**config.mk**
```make
export PLATFORM = sky130hd
export DESIGN_NAME = ex_issue_stage
export DESIGN_NICKNAME = d
export VERILOG_FILES = /design/src/rtl/ex_issue_stage.sv
export SDC_FILE = /design/constraint.sdc
export NUM_CORES = 1
export LEC_CHECK = 0
export ABC_AREA = 1
export CAP_MARGIN = 20
export CORE_ASPECT_RATIO = 0.75
export CORE_MARGIN = 1
export CORE_UTILIZATION = 35
export DETAILED_ROUTE_END_ITERATION = 12
export PLACE_DENSITY = 0.9
export RECOVER_POWER = 100
export SLEW_MARGIN = 10
export SYNTH_ARGS = -nofsm -noshare
export SYNTH_HDL_FRONTEND = slang
export SYNTH_SLANG_ARGS = --single-unit
```
**constraint.sdc**
```tcl
create_clock -name clk -period 2.9 [get_ports clk]
set_clock_uncertainty 0.2 [all_clocks]
set_input_delay 0.58 -clock clk [delete_from_list [all_inputs] [get_ports clk]]
set_output_delay 0.58 -clock clk [all_outputs]
set_load 0.02 [all_outputs]
```
**src/rtl/ex_issue_stage.sv**
```systemverilog
// Decode-to-execute issue register feeding the ALU: operand select, forwarding,
// load-use stall, flush and valid/ready backpressure. Optional macro: EX_FORWARD_EN.
module ex_issue_stage #(
  parameter int DATA_W = 32,
  parameter int REG_AW = 5,
  parameter int OP_W   = 4
) (
  input  logic              clk,
  input  logic              rst,
  input  logic              in_valid,
  output logic              in_ready,
  input  logic [OP_W-1:0]   in_op,
  input  logic [REG_AW-1:0] in_rs_idx,
  input  logic [REG_AW-1:0] in_rt_idx,
  input  logic [DATA_W-1:0] in_rs_val,
  input  logic [DATA_W-1:0] in_rt_val,
  input  logic [15:0]       in_imm,
  input  logic              in_use_imm,
  input  logic [REG_AW-1:0] in_rd,
  input  logic              in_wr,
  input  logic              fwd_m_wr,
  input  logic [REG_AW-1:0] fwd_m_rd,
  input  logic [DATA_W-1:0] fwd_m_data,
  input  logic              fwd_m_load,
  input  logic              fwd_w_wr,
  input  logic [REG_AW-1:0] fwd_w_rd,
  input  logic [DATA_W-1:0] fwd_w_data,
  input  logic              flush,
  output logic              out_valid,
  input  logic              out_ready,
  output logic [DATA_W-1:0] alu_a,
  output logic [DATA_W-1:0] alu_b,
  output logic [OP_W-1:0]   alu_op,
  output logic [REG_AW-1:0] out_rd,
  output logic              out_wr
);

  logic              hazard;
  logic [DATA_W-1:0] rs_res;
  logic [DATA_W-1:0] rt_res;
  logic [DATA_W-1:0] b_sel;

`ifdef EX_FORWARD_EN
  // EX/MEM wins over MEM/WB; a pending load in EX/MEM is never forwarded.
  function automatic logic [DATA_W-1:0] resolve(
    input logic [REG_AW-1:0] idx,
    input logic [DATA_W-1:0] rf,
    input logic              m_wr,
    input logic [REG_AW-1:0] m_rd,
    input logic [DATA_W-1:0] m_data,
    input logic              m_load,
    input logic              w_wr,
    input logic [REG_AW-1:0] w_rd,
    input logic [DATA_W-1:0] w_data
  );
    if (idx == '0)                              return '0;
    else if (m_wr && (m_rd == idx) && !m_load)  return m_data;
    else if (w_wr && (w_rd == idx))             return w_data;
    else                                        return rf;
  endfunction

  always_comb begin
    rs_res = resolve(in_rs_idx, in_rs_val, fwd_m_wr, fwd_m_rd, fwd_m_data, fwd_m_load,
                     fwd_w_wr, fwd_w_rd, fwd_w_data);
    rt_res = resolve(in_rt_idx, in_rt_val, fwd_m_wr, fwd_m_rd, fwd_m_data, fwd_m_load,
                     fwd_w_wr, fwd_w_rd, fwd_w_data);
    hazard = in_valid && fwd_m_wr && fwd_m_load && (fwd_m_rd != '0) &&
             ((fwd_m_rd == in_rs_idx) || (!in_use_imm && (fwd_m_rd == in_rt_idx)));
  end
`else
  logic unused_fwd;
  assign unused_fwd = ^{fwd_m_wr, fwd_m_rd, fwd_m_data, fwd_m_load,
                        fwd_w_wr, fwd_w_rd, fwd_w_data};

  always_comb begin
    rs_res = (in_rs_idx == '0) ? '0 : in_rs_val;
    rt_res = (in_rt_idx == '0) ? '0 : in_rt_val;
    hazard = 1'b0;
  end
`endif

  always_comb begin
    b_sel = in_use_imm ? {{(DATA_W-16){in_imm[15]}}, in_imm} : rt_res;
  end

  assign in_ready = (!out_valid || out_ready) && !hazard && !flush;

  always_ff @(posedge clk or posedge rst) begin
    if (rst) begin
      out_valid <= 1'b0;
      alu_a     <= '0;
      alu_b     <= '0;
      alu_op    <= '0;
      out_rd    <= '0;
      out_wr    <= 1'b0;
    end else if (flush) begin
      out_valid <= 1'b0;
      out_wr    <= 1'b0;
    end else if (in_valid && in_ready) begin
      out_valid <= 1'b1;
      alu_a     <= rs_res;
      alu_b     <= b_sel;
      alu_op    <= in_op;
      out_rd    <= in_rd;
      out_wr    <= in_wr && (in_rd != '0);
    end else if (out_ready) begin
      // Consumed with nothing new accepted (idle or load-use bubble).
      out_valid <= 1'b0;
      out_wr    <= 1'b0;
    end
  end

endmodule

```
After elaboration in Yosys (flattened, before gate mapping)
Cells that the tools add are included.
{"block": "totals", "wordCells": 26, "out_inout_bits": 76, "input_bits": 183, "register_bits": 75}
{"block": "op_classes", "bitwise_logic": 1, "reduce_logical": 11, "muxes": 8}
{"cell": "32-bit two-way mux", "count": 3}
{"cell": "5-bit logical NOT", "count": 2}
{"cell": "1-bit two-way mux", "count": 5}
{"cell": "5-bit nonzero test", "count": 1}
{"cell": "1-bit logical AND", "count": 3}
{"cell": "3-bit nonzero test", "count": 1}
{"cell": "1-bit logical NOT", "count": 2}
{"cell": "2-bit AND reduction", "count": 1}
{"cell": "1-bit logical OR", "count": 1}
{"cell": "1-bit inverter", "count": 1}

Longest topological paths before layout
{"block": "depth", "depth_word": 6, "depth_mapped": 8}

Worst setup path before layout
No wires, ideal clock.
{"block": "synth_timing", "path_type": "input-to-output", "from": "input port out_ready", "to": "output port in_ready", "slack_ns": 1.223, "n_path_buf": 0, "t_arrival_ns": 0.897, "required_ns": 2.120, "path_stages": 2, "cell_sequence": "nor2_1 -> nor2_1"}
{"block": "synth_between", "elab_chain_len": 2}
{"element": "from (decl)", "line_no": "30", "rtl": "input logic out_ready,"}
{"element": "1-bit logical OR", "line_no": "86", "rtl": "assign in_ready = (!out_valid || out_ready) && !hazard && !flush;"}
{"element": "1-bit logical AND", "line_no": "86"}
{"element": "to (decl)", "line_no": "11", "rtl": "output logic in_ready,"}
No other way between the ends.

Worst setup path after layout
Same ends and word-level chain as after synthesis.

==> results.yml <==
outcome:
  status: "finished with violations"
  violations: "max-capacitance violations, max-slew violations"
power:
  peakVddDrop_v: 0.000321
  cellPowerDensity_nw_per_um2: 580
  p_leak_uw: 0.00331
clocking:
  cts_resized: 0
  htree_num_levels: 3
  tritoncts: "yes"
  clk_latency_ps: 320
  clk_pin_slew_ps: 60
  cts_buffers: 9
  root_buffer: "clkbuf_16"
  holdBufCountCts: 0
  clkSinkCount: 75
  post-cts-setup-buffers: 0
  cts_max_path_buffers: 2
floorplanning:
  die_area_sq_um: 11000
  initial_core_util_pct: 36.1
  fp.dieW_um: 121
  core-area_sq_um: 10300
  die_y_um: 91.2
  row_count: 32
  ios: 259
sta:
  slew_violations: 76
  fin_crit_ps: 2680
  fin_ws_ps: 224
  fin_tns_setup_ps: 0
  setup_viol: 0
  hold_slack_ps: 274
  hold_viol_final: 0
  rsz0062_at_grt: "no"
  worst_slew_pin_slew_ps: 1650
  max-slew-margin-rel_pct: -9.92
  max_freq_mhz: 374
  period_share_pct: 92.3
yosys:
  synth.area.top_cells: "dfrtp_1, nand2_1, inv_1"
  synth_most_common_cell: "nand2_1"
  synth_top_area_share_pct: 50.6
  synth_area_leader_cell: "dfrtp_1"
  synth_cell_types: 17
  synth_common_cells: "nand2_1, inv_1, dfrtp_1"
  postSynthAreaPerCell_sq_um: 7.15
  ys_seq_area_share_pct: 50.6
  synthesis.area_sq_um: 3710
  ys_ff_latch: 75
  synth_edf_count: 0
  syn_nets: 702
  ys.flop_type: "dfrtp_1"
  synthArstFlopShare_pct: 100
  postSynthCellCount: 519
  yosys_warnings: 0
place:
  dp_cells: 820
  place_ws_ps: 292
  dp_hpwl_um: 7130
  io_buffer_count: 181
  place.gp.congestion: 0.757
finish:
  area_growth_pct: 59.6
  n_antenna_cell: 0
  num-fill-cells: 919
  num-nets-final: 878
  layout-drive-gt1-share_pct: 3.86
  finalNonFillerCells: 836
  register_area_sq_um: 1880
  multi_input_area_sq_um: 1220
grt:
  antenna_found_initial: 0
  grt_usage_pct: 19.1
  grt_pass1_wl_um: 16600
  grt_max_degree: 76
  overflow: 0
  grt_pass1_vias: 3547
setup_path:
  cp.required_ps: 2120
  crit_buf_inv: 2
  worstPathArrival_ps: 1900
  critPathMaxFanout: 2
  cp-end-kind: "output pin"
  cpMostUsedCell: "nor2_1"
  worstSetupStartpointType: "input pin"
  path_class: "in2out"
  cpPeakStageDelay_ps: 620
  cp_top_family: "buffers and inverters"
  cp_slowest_cell: "clkdlybuf4s50_1"
  cp_cell_sequence: "dlygate4sd3_1, nor2_1, nor2_1, clkdlybuf4s50_1"
drt:
  via_per_inst: 4.34
  drt-initial-drc-count: 178
  vias: 3629
  wl_per_cell_um: 11.9
  dr.pass1.iters: 4
  finalWirelength_um: 9910
  drc_errors: 0
  ant_nets: 0
hold_path:
  hold_path.class: "reg2reg"
run:
  maxCapViolCount: 1
logic make-up after synthesis:
group | after synthesis | share of synthesized area [%]
AOI/OAI and AO/OA | 35 | 4.72
buffers and inverters | 147 | 16.3
DFF | 75 | 50.6
and+or+nand+nor | 262 | 28.4
layout by cell type (no fill, tap or decap):
| master | netlist | routed |
|---|---|---|
| nand2_1 | 166 | 166 |
| inv_1 | 120 | 119 |
| clkdlybuf4s50_1 | 0 | 105 |
| dlygate4sd3_1 | 0 | 76 |
| dfrtp_1 | 75 | 75 |
| nor2_1 | 56 | 56 |
| nand3_1 | 34 | 35 |
| a21oi_1 | 32 | 32 |
| clkbuf_16 | 0 | 9 |
| buf_4 | 4 | 5 |
| o21ai_0 | 3 | 3 |
| nand4_1 | 2 | 2 |
| clkinv_4 | 0 | 2 |
| clkbuf_1 | 6 | 2 |
| bufinv_16 | 0 | 2 |
| clkbuf_2 | 0 | 2 |
| nand2_2 | 1 | 1 |
| nor2_2 | 1 | 1 |
| inv_2 | 1 | 1 |
| nand3b_1 | 1 | 1 |
| clkinv_1 | 0 | 1 |
| clkinvlp_4 | 0 | 1 |
| clkinv_2 | 0 | 1 |
| buf_12 | 0 | 1 |
| buf_2 | 13 | 1 |
sequential cells by signal, summed over array words and instances, names as in the netlist:
| register | count |
|---|---|
| out_rd | 5 |
| alu_a | 32 |
| alu_op | 4 |
| alu_b | 32 |
| out_wr | 1 |
| out_valid | 1 |
power breakdown:
part	switching, uW	internal (uW)
registers	82.2	1210
logic	513	452
clock network	427	755
tightest hold or removal path, cell delays in order, from the launching register on:
cell,delay (ps)
dfrtp_1,340
nand2_1,50
nand2_1,50
through the flow:
stage	util [%]	cell area [sq um]	power [uW]
final	57.6	5920	3440
after global routing	57.6	5920	3630
after CTS	57.9	5960	3560
after detailed placement	54.8	5640	2350
after global placement	54.8	5640	2320
after floorplan	-	3710	1800
layout make-up:
class	instances	share of cell area, %
well taps	136	2.87
repair buffers	191	31.9
multi-input cells	297	20.5
inverters	121	7.67
clock inverters	6	1.52
flip-flops and latches	75	31.7
clock buffers	10	3.86
final timing paths:
check	start	endpoint	slack (ps)	cells past startpoint
max	out_ready	in_ready	220	4
min	alu_a[3]	alu_a[3]	270	2
max reg2reg	out_valid	alu_b[13]	940	6
min reg2reg	alu_a[3]	alu_a[3]	270	2
max in group asynchronous	rst	alu_b[8]	560	3
min in group asynchronous	rst	alu_a[7]	960	3
routing by layer:
metal	GRT usage (%)	part of all wire, %	vias to the layer above
met5	0	0	-
met4	4.53	0.77	0
met3	6.09	7.5	6
met2	31.5	46	123
met1	24.3	45	1643
li1	-	-	1857
Note: power is estimated with default switching activity, not from simulation.
